<file path="src/rtl/pad_oe_sequencer_pkg.sv">
// Shared types and sizing helpers for the pad output-enable sequencer.
// Latency: n/a (types and constant functions only).
// Backpressure: n/a.
package pad_oe_sequencer_pkg;

    typedef enum logic [1:0] {
        OFF       = 2'd0,
        RAMP_UP   = 2'd1,
        ON        = 2'd2,
        RAMP_DOWN = 2'd3
    } pad_seq_state_e;

    // Number of enable groups; the last group may be partial.
    function automatic int ngroups(input int num_pads, input int group_size);
        return (num_pads + group_size - 1) / group_size;
    endfunction

endpackage

</file>
<file path="src/rtl/pad_attr_regfile.sv">
// Per-pad attribute register bank behind a single-cycle request/grant config port.
// Latency: 1 cycle from granted request to cfg_rvalid_o/cfg_rdata_o.
// Backpressure: none; every request is granted the same cycle, back-to-back allowed.
//
// Ports: clk_i/rst_ni clock and async active-low reset; cfg_req_i/cfg_we_i/
// cfg_addr_i/cfg_wdata_i request side; cfg_gnt_o/cfg_rvalid_o/cfg_rdata_o
// response side; pad_attr_o holds every attribute word for the pad ring.
module pad_attr_regfile #(
    parameter int NUM_PADS = 16,
    parameter int PADATTR  = 16
) (
    input  logic                               clk_i,
    input  logic                               rst_ni,
    input  logic                               cfg_req_i,
    input  logic                               cfg_we_i,
    input  logic [$clog2(NUM_PADS)-1:0]        cfg_addr_i,
    input  logic [PADATTR-1:0]                 cfg_wdata_i,
    output logic                               cfg_gnt_o,
    output logic                               cfg_rvalid_o,
    output logic [PADATTR-1:0]                 cfg_rdata_o,
    output logic [NUM_PADS-1:0][PADATTR-1:0]   pad_attr_o
);

    logic addr_ok;

    // Non-power-of-two pad counts leave unused addresses; those read as 0 and ignore writes.
    assign addr_ok   = (int'(cfg_addr_i) < NUM_PADS);
    assign cfg_gnt_o = cfg_req_i;

    always_ff @(posedge clk_i or negedge rst_ni) begin
        if (!rst_ni) begin
            pad_attr_o   <= '0;
            cfg_rvalid_o <= 1'b0;
            cfg_rdata_o  <= '0;
        end else begin
            cfg_rvalid_o <= cfg_req_i;
            if (cfg_req_i) begin
                if (!addr_ok) begin
                    cfg_rdata_o <= '0;
                end else if (cfg_we_i) begin
                    pad_attr_o[cfg_addr_i] <= cfg_wdata_i;
                    // A write echoes the value just stored.
                    cfg_rdata_o            <= cfg_wdata_i;
                end else begin
                    cfg_rdata_o <= pad_attr_o[cfg_addr_i];
                end
            end
        end
    end

endmodule

</file>
<file path="src/rtl/pad_oe_sequencer.sv">
// Staggered group-wise output-enable ramp for the pad ring plus pad attribute bank.
// Latency: pad_oe_o is combinational from pad_oe_req_i; mask steps one group every STAGGER_CYCLES.
// Backpressure: none; en/dis requests are level/pulse controls, config port always grants.
//
// Ports: clk_i/rst_ni clock and async active-low reset; en_req_i/dis_req_i ramp
// requests (dis wins); busy_o/all_on_o registered state decodes; pad_oe_req_i ->
// pad_oe_o gated enables; pad_attr_o and cfg_* attribute bank and its config port.
module pad_oe_sequencer
    import pad_oe_sequencer_pkg::*;
#(
    parameter int NUM_PADS       = 16,
    parameter int PADATTR        = 16,
    parameter int GROUP_SIZE     = 4,
    parameter int STAGGER_CYCLES = 8
) (
    input  logic                               clk_i,
    input  logic                               rst_ni,
    input  logic                               en_req_i,
    input  logic                               dis_req_i,
    output logic                               busy_o,
    output logic                               all_on_o,
    input  logic [NUM_PADS-1:0]                pad_oe_req_i,
    output logic [NUM_PADS-1:0]                pad_oe_o,
    output logic [NUM_PADS-1:0][PADATTR-1:0]   pad_attr_o,
    input  logic                               cfg_req_i,
    input  logic                               cfg_we_i,
    input  logic [$clog2(NUM_PADS)-1:0]        cfg_addr_i,
    input  logic [PADATTR-1:0]                 cfg_wdata_i,
    output logic                               cfg_gnt_o,
    output logic                               cfg_rvalid_o,
    output logic [PADATTR-1:0]                 cfg_rdata_o
);

    localparam int NGROUPS = ngroups(NUM_PADS, GROUP_SIZE);
    localparam int CNT_W   = (STAGGER_CYCLES > 1) ? $clog2(STAGGER_CYCLES) : 1;

    localparam logic [CNT_W-1:0]   CNT_LOAD  = CNT_W'(STAGGER_CYCLES - 1);
    localparam logic [NGROUPS-1:0] MASK_ONE  = NGROUPS'(1);
    localparam logic [NGROUPS-1:0] MASK_FULL = '1;

    pad_seq_state_e     state;
    logic [NGROUPS-1:0] group_mask;
    logic [CNT_W-1:0]   stagger_cnt;
    logic [NGROUPS-1:0] mask_up;
    logic [NGROUPS-1:0] mask_dn;

    // The mask is always a thermometer code from group 0 upward, so enabling the
    // next group is a shift-in of a one and disabling the top group is a shift-out.
    assign mask_up = (group_mask << 1) | MASK_ONE;
    assign mask_dn = group_mask >> 1;

    always_ff @(posedge clk_i or negedge rst_ni) begin
        if (!rst_ni) begin
            state       <= OFF;
            group_mask  <= '0;
            stagger_cnt <= '0;
            busy_o      <= 1'b0;
            all_on_o    <= 1'b0;
        end else begin
            busy_o   <= (state == RAMP_UP) || (state == RAMP_DOWN);
            all_on_o <= (state == ON);
            unique case (state)
                OFF: begin
                    if (en_req_i && !dis_req_i) begin
                        group_mask  <= mask_up;
                        stagger_cnt <= CNT_LOAD;
                        state       <= (mask_up == MASK_FULL) ? ON : RAMP_UP;
                    end
                end
                RAMP_UP: begin
                    // A reversal freezes the counter for one cycle, then the
                    // remaining wait carries over into the ramp-down.
                    if (dis_req_i) begin
                        state <= RAMP_DOWN;
                    end else if (stagger_cnt == '0) begin
                        group_mask  <= mask_up;
                        stagger_cnt <= CNT_LOAD;
                        if (mask_up == MASK_FULL) begin
                            state <= ON;
                        end
                    end else begin
                        stagger_cnt <= stagger_cnt - 1'b1;
                    end
                end
                ON: begin
                    if (dis_req_i) begin
                        group_mask  <= mask_dn;
                        stagger_cnt <= CNT_LOAD;
                        state       <= (mask_dn == '0) ? OFF : RAMP_DOWN;
                    end
                end
                RAMP_DOWN: begin
                    if (en_req_i && !dis_req_i) begin
                        state <= RAMP_UP;
                    end else if (stagger_cnt == '0) begin
                        group_mask  <= mask_dn;
                        stagger_cnt <= CNT_LOAD;
                        if (mask_dn == '0) begin
                            state <= OFF;
                        end
                    end else begin
                        stagger_cnt <= stagger_cnt - 1'b1;
                    end
                end
            endcase
        end
    end

    for (genvar k = 0; k < NUM_PADS; k++) begin : g_gate
        assign pad_oe_o[k] = pad_oe_req_i[k] & group_mask[k / GROUP_SIZE];
    end

    pad_attr_regfile #(
        .NUM_PADS (NUM_PADS),
        .PADATTR  (PADATTR)
    ) u_attr (
        .clk_i        (clk_i),
        .rst_ni       (rst_ni),
        .cfg_req_i    (cfg_req_i),
        .cfg_we_i     (cfg_we_i),
        .cfg_addr_i   (cfg_addr_i),
        .cfg_wdata_i  (cfg_wdata_i),
        .cfg_gnt_o    (cfg_gnt_o),
        .cfg_rvalid_o (cfg_rvalid_o),
        .cfg_rdata_o  (cfg_rdata_o),
        .pad_attr_o   (pad_attr_o)
    );

endmodule

</file>
<file path="config.mk">
export PLATFORM = sky130hd
export DESIGN_NAME = pad_oe_sequencer
export DESIGN_NICKNAME = d
export VERILOG_FILES = /design/src/rtl/pad_oe_sequencer_pkg.sv /design/src/rtl/pad_attr_regfile.sv /design/src/rtl/pad_oe_sequencer.sv
export SDC_FILE = /design/constraint.sdc
export NUM_CORES = 1
export LEC_CHECK = 0
export BUFFER_PORTS_ARGS = -buffer_cell sky130_fd_sc_hd__clkbuf_2
export CAP_MARGIN = 15
export CORE_MARGIN = 4
export CORE_UTILIZATION = 45
export CTS_CLUSTER_SIZE = 16
export DETAILED_ROUTE_END_ITERATION = 6
export PLACE_DENSITY_LB_ADDON = 0.05
export SLEW_MARGIN = 20
export SYNTH_ARGS = -nofsm -noshare
export SYNTH_HDL_FRONTEND = slang
export SYNTH_HIERARCHICAL = 1
export SYNTH_SLANG_ARGS = --single-unit
</file>
<file path="constraint.sdc">
create_clock -name clk_i -period 2.2 [get_ports clk_i]
set_input_delay 0.33 -clock clk_i [delete_from_list [all_inputs] [get_ports clk_i]]
set_output_delay 0.33 -clock clk_i [all_outputs]
set_load 0.1 [all_outputs]
</file>
==> results.json <==
{
  "final_common_cell": "clkbuf_2",
  "drtIter0Drc": 527,
  "max_freq_ghz": 0.501,
  "critPathRequiredTime_ps": 1870,
  "drive_gt1_share_pct": 59.7,
  "rows": 61,
  "synth_fp_nets": 939,
  "status": "completed",
  "synth_top_area_cell": "dfrtp_1",
  "core_area_sq_um": 28200,
  "period_minus_slack_ps": 1990,
  "peakVddDrop_mv": 0.950,
  "finalSetupTns_ps": 0,
  "rr_endpoint": "state[1]$_DFFE_PN0P_",
  "yosys.area.top_type_share_pct": 54.7,
  "ant_nets": 0,
  "finalNetCount": 1286,
  "multi_input_area_sq_um": 5530,
  "tightest_slew_ps": 603,
  "gp_congestion": 0.802,
  "grt-ovfl-total": 0,
  "cts_buffers": 34,
  "timing.slew.headroom_pct": 60.0,
  "final_cell_mix": "clkbuf_2 (330), dfrtp_1 (284), mux2_2 (249)",
  "cts_tree": "done",
  "synth.distinct_cells": 52,
  "drc_errors": 0,
  "die_area_sq_um": 31600,
  "synthFlopType": "dfrtp_1",
  "critPathLaunchType": "flip-flop",
  "ys_seq_area_share_pct": 54.7,
  "reg2reg_depth": 6,
  "drt-total-wl_mm": 40.7,
  "clock_skew_ps": 12.5,
  "dp.cells": 1583,
  "crit_fanout": 12,
  "finalNonFillerCells": 1640,
  "wire_per_inst_microns": 24.8,
  "cts_buffer_depth": 3,
  "antenna_found_initial": 0,
  "dr.pass1.iters": 5,
  "hold_viol_final": 0,
  "die_y_microns": 178,
  "crit_type": "flip-flop to output pin",
  "leakage_nw": 8.05,
  "synth-edff-count": 0,
  "cap_violations": 0,
  "ios": 334,
  "htreeDepth": 2,
  "grtUsageTotal_pct": 25.6,
  "pwr_density_cell_nw_per_um2": 1470,
  "grt_max_degree": 70,
  "num_vias": 9183,
  "synth_seq_cells": 284,
  "cts-root-buf": "clkbuf_16",
  "reg2reg_from": "stagger_cnt[0]$_DFFE_PN0P_",
  "syn_to_final_growth_pct": 27.0,
  "synth.area.top_cells": "dfrtp_1 (55%), mux2_2 (22%), mux4_2 (6.6%), mux2i_1 (4.2%), o22ai_1 (1.7%)",
  "cts-resized-gates": 0,
  "hpwlAfterDp_mm": 29.3,
  "register_area_sq_um": 7110,
  "path_cells": "and2_1 -> clkbuf_2",
  "initial_utilization_pct": 46.1,
  "ys_warn_count": 6,
  "syn-instance-count": 895,
  "clk_pin_slew_ps": 60,
  "min_to": "u_attr/cfg_rvalid_o$_DFF_PN0_",
  "fillers": 2422,
  "r2r_slack_ps": 360,
  "crit_slowest_cell": "dfrtp_1",
  "slowest_delay_ps": 530,
  "first_global_vias": 9436,
  "crit_path_end_kind": "output pin",
  "holdPathStages": 2,
  "hold_class": "input pin to flip-flop",
  "min_period_over_period_pct": 90.7,
  "rsz0062_at_grt": "no",
  "avgViaCountPerCell": 5.60,
  "grt_pass1_wl_mm": 61.3,
  "finalSetupViolations": 0,
  "die_w_microns": 178,
  "io_buffers": 333,
  "slew_violations": 0,
  "netlist_area_sq_um": 13000,
  "synthArstFlopShare_pct": 100,
  "clkSinkCount": 284,
  "avgSynthCellArea_sq_um": 14.5,
  "clkLatencyLatePin_ps": 500,
  "hold_start": "cfg_req_i",
  "cp.arrival_ps": 1660,
  "n_antenna_cell": 0
}
## power by group
part	total (mW)	internal [mW]	leakage, nW	switching, mW
Sequential	7.26	6.28	3.59	0.983
Clock	5.49	3.39	0.542	2.10
Combinational	11.5	2.07	3.91	9.39
## per-layer routing
layer	part of all wire [%]	global-route usage [%]	routed length, microns	up-vias
met2	46	39.1	18800	299
li1	-	-	-	4049
met3	7.0	6.03	2840	55
met1	45	37.4	18200	4780
met5	0	0	0	-
met4	2.0	5.67	820	0
## cell families after synthesis
logic type,after synthesis,synth area share [%]
compound gates,99,5.08
fa+ha+maj,2,0.193
buf+inv,77,2.84
flops,284,54.7
mux,352,33.6
simple gates,81,3.60
## sequential cells by signal (all words and copies together) (netlist names)
name,cells
stagger_cnt,3
all_on_o,1
state,2
busy_o,1
u_attr/cfg_rdata_o,16
u_attr/cfg_rvalid_o,1
u_attr/pad_attr_o,256
group_mask,4
## synthesized netlist by cell type, types with 4 or more instances
cell / n
a31oi_1: 12
buf_2: 27
o221ai_1: 6
and2_2: 4
nor2_1: 24
buf_1: 6
and2_1: 12
mux4_2: 38
a22oi_1: 11
mux2i_1: 55
mux2_4: 10
a32oi_1: 4
clkbuf_1: 34
a21oi_1: 16
nor2b_1: 4
o22ai_1: 36
nand2_1: 5
dfrtp_1: 284
nand2b_1: 5
mux2_2: 249
## metrics by stage
step                cell area, sq um  worst slack, ps  hold WS (ps)  power [mW]  util, %
global route                   16500              116           214        25.0     58.6
finish                         16500              205           222        24.2     58.6
detailed placement             15400              213           289        18.8     54.6
CTS                            16500              184           198        24.4     58.6
global placement               15400              224           286        18.8     54.6
floorplan                      13000              305          34.4        16.7        -
## how the worst max path moves through the flow
stage	cells after the start	slack (ps)	from	endpoint
final	2	210	group_mask[2]$_DFFE_PN0P_	pad_oe_o[10]
after global routing	2	120	group_mask[2]$_DFFE_PN0P_	pad_oe_o[8]
after CTS	2	180	group_mask[2]$_DFFE_PN0P_	pad_oe_o[10]
after detailed placement	6	210	cfg_addr_i[0]	u_attr/pad_attr_o[189]$_DFFE_PN0P_
after global placement	6	220	cfg_addr_i[0]	u_attr/pad_attr_o[185]$_DFFE_PN0P_
after floorplan	5	300	cfg_req_i	u_attr/pad_attr_o[122]$_DFFE_PN0P_
## critical path, delay by kind of cell (launching register included)
kind,cells,cell delay [ps]
DFF,1,530
and+or+nand+nor,1,180
buffers and inverters,1,450
## final cells by class
| type | instances | area share, % |
|---|---|---|
| Clock buffer | 52 | 6.38 |
| Sequential cell | 284 | 43.1 |
| Multi-Input combinational cell | 534 | 33.6 |
| Tap cell | 378 | 2.87 |
| Clock inverter | 4 | 0.273 |
| Timing Repair Buffer | 384 | 13.7 |
| Inverter | 4 | 0.0910 |
## repair_timing
item                                   CTS  global route
buffers inserted                         0             0
endpoints found under the hold margin   44             0
hold buffers                             1             0
Power figures use the tool's default switching activity.
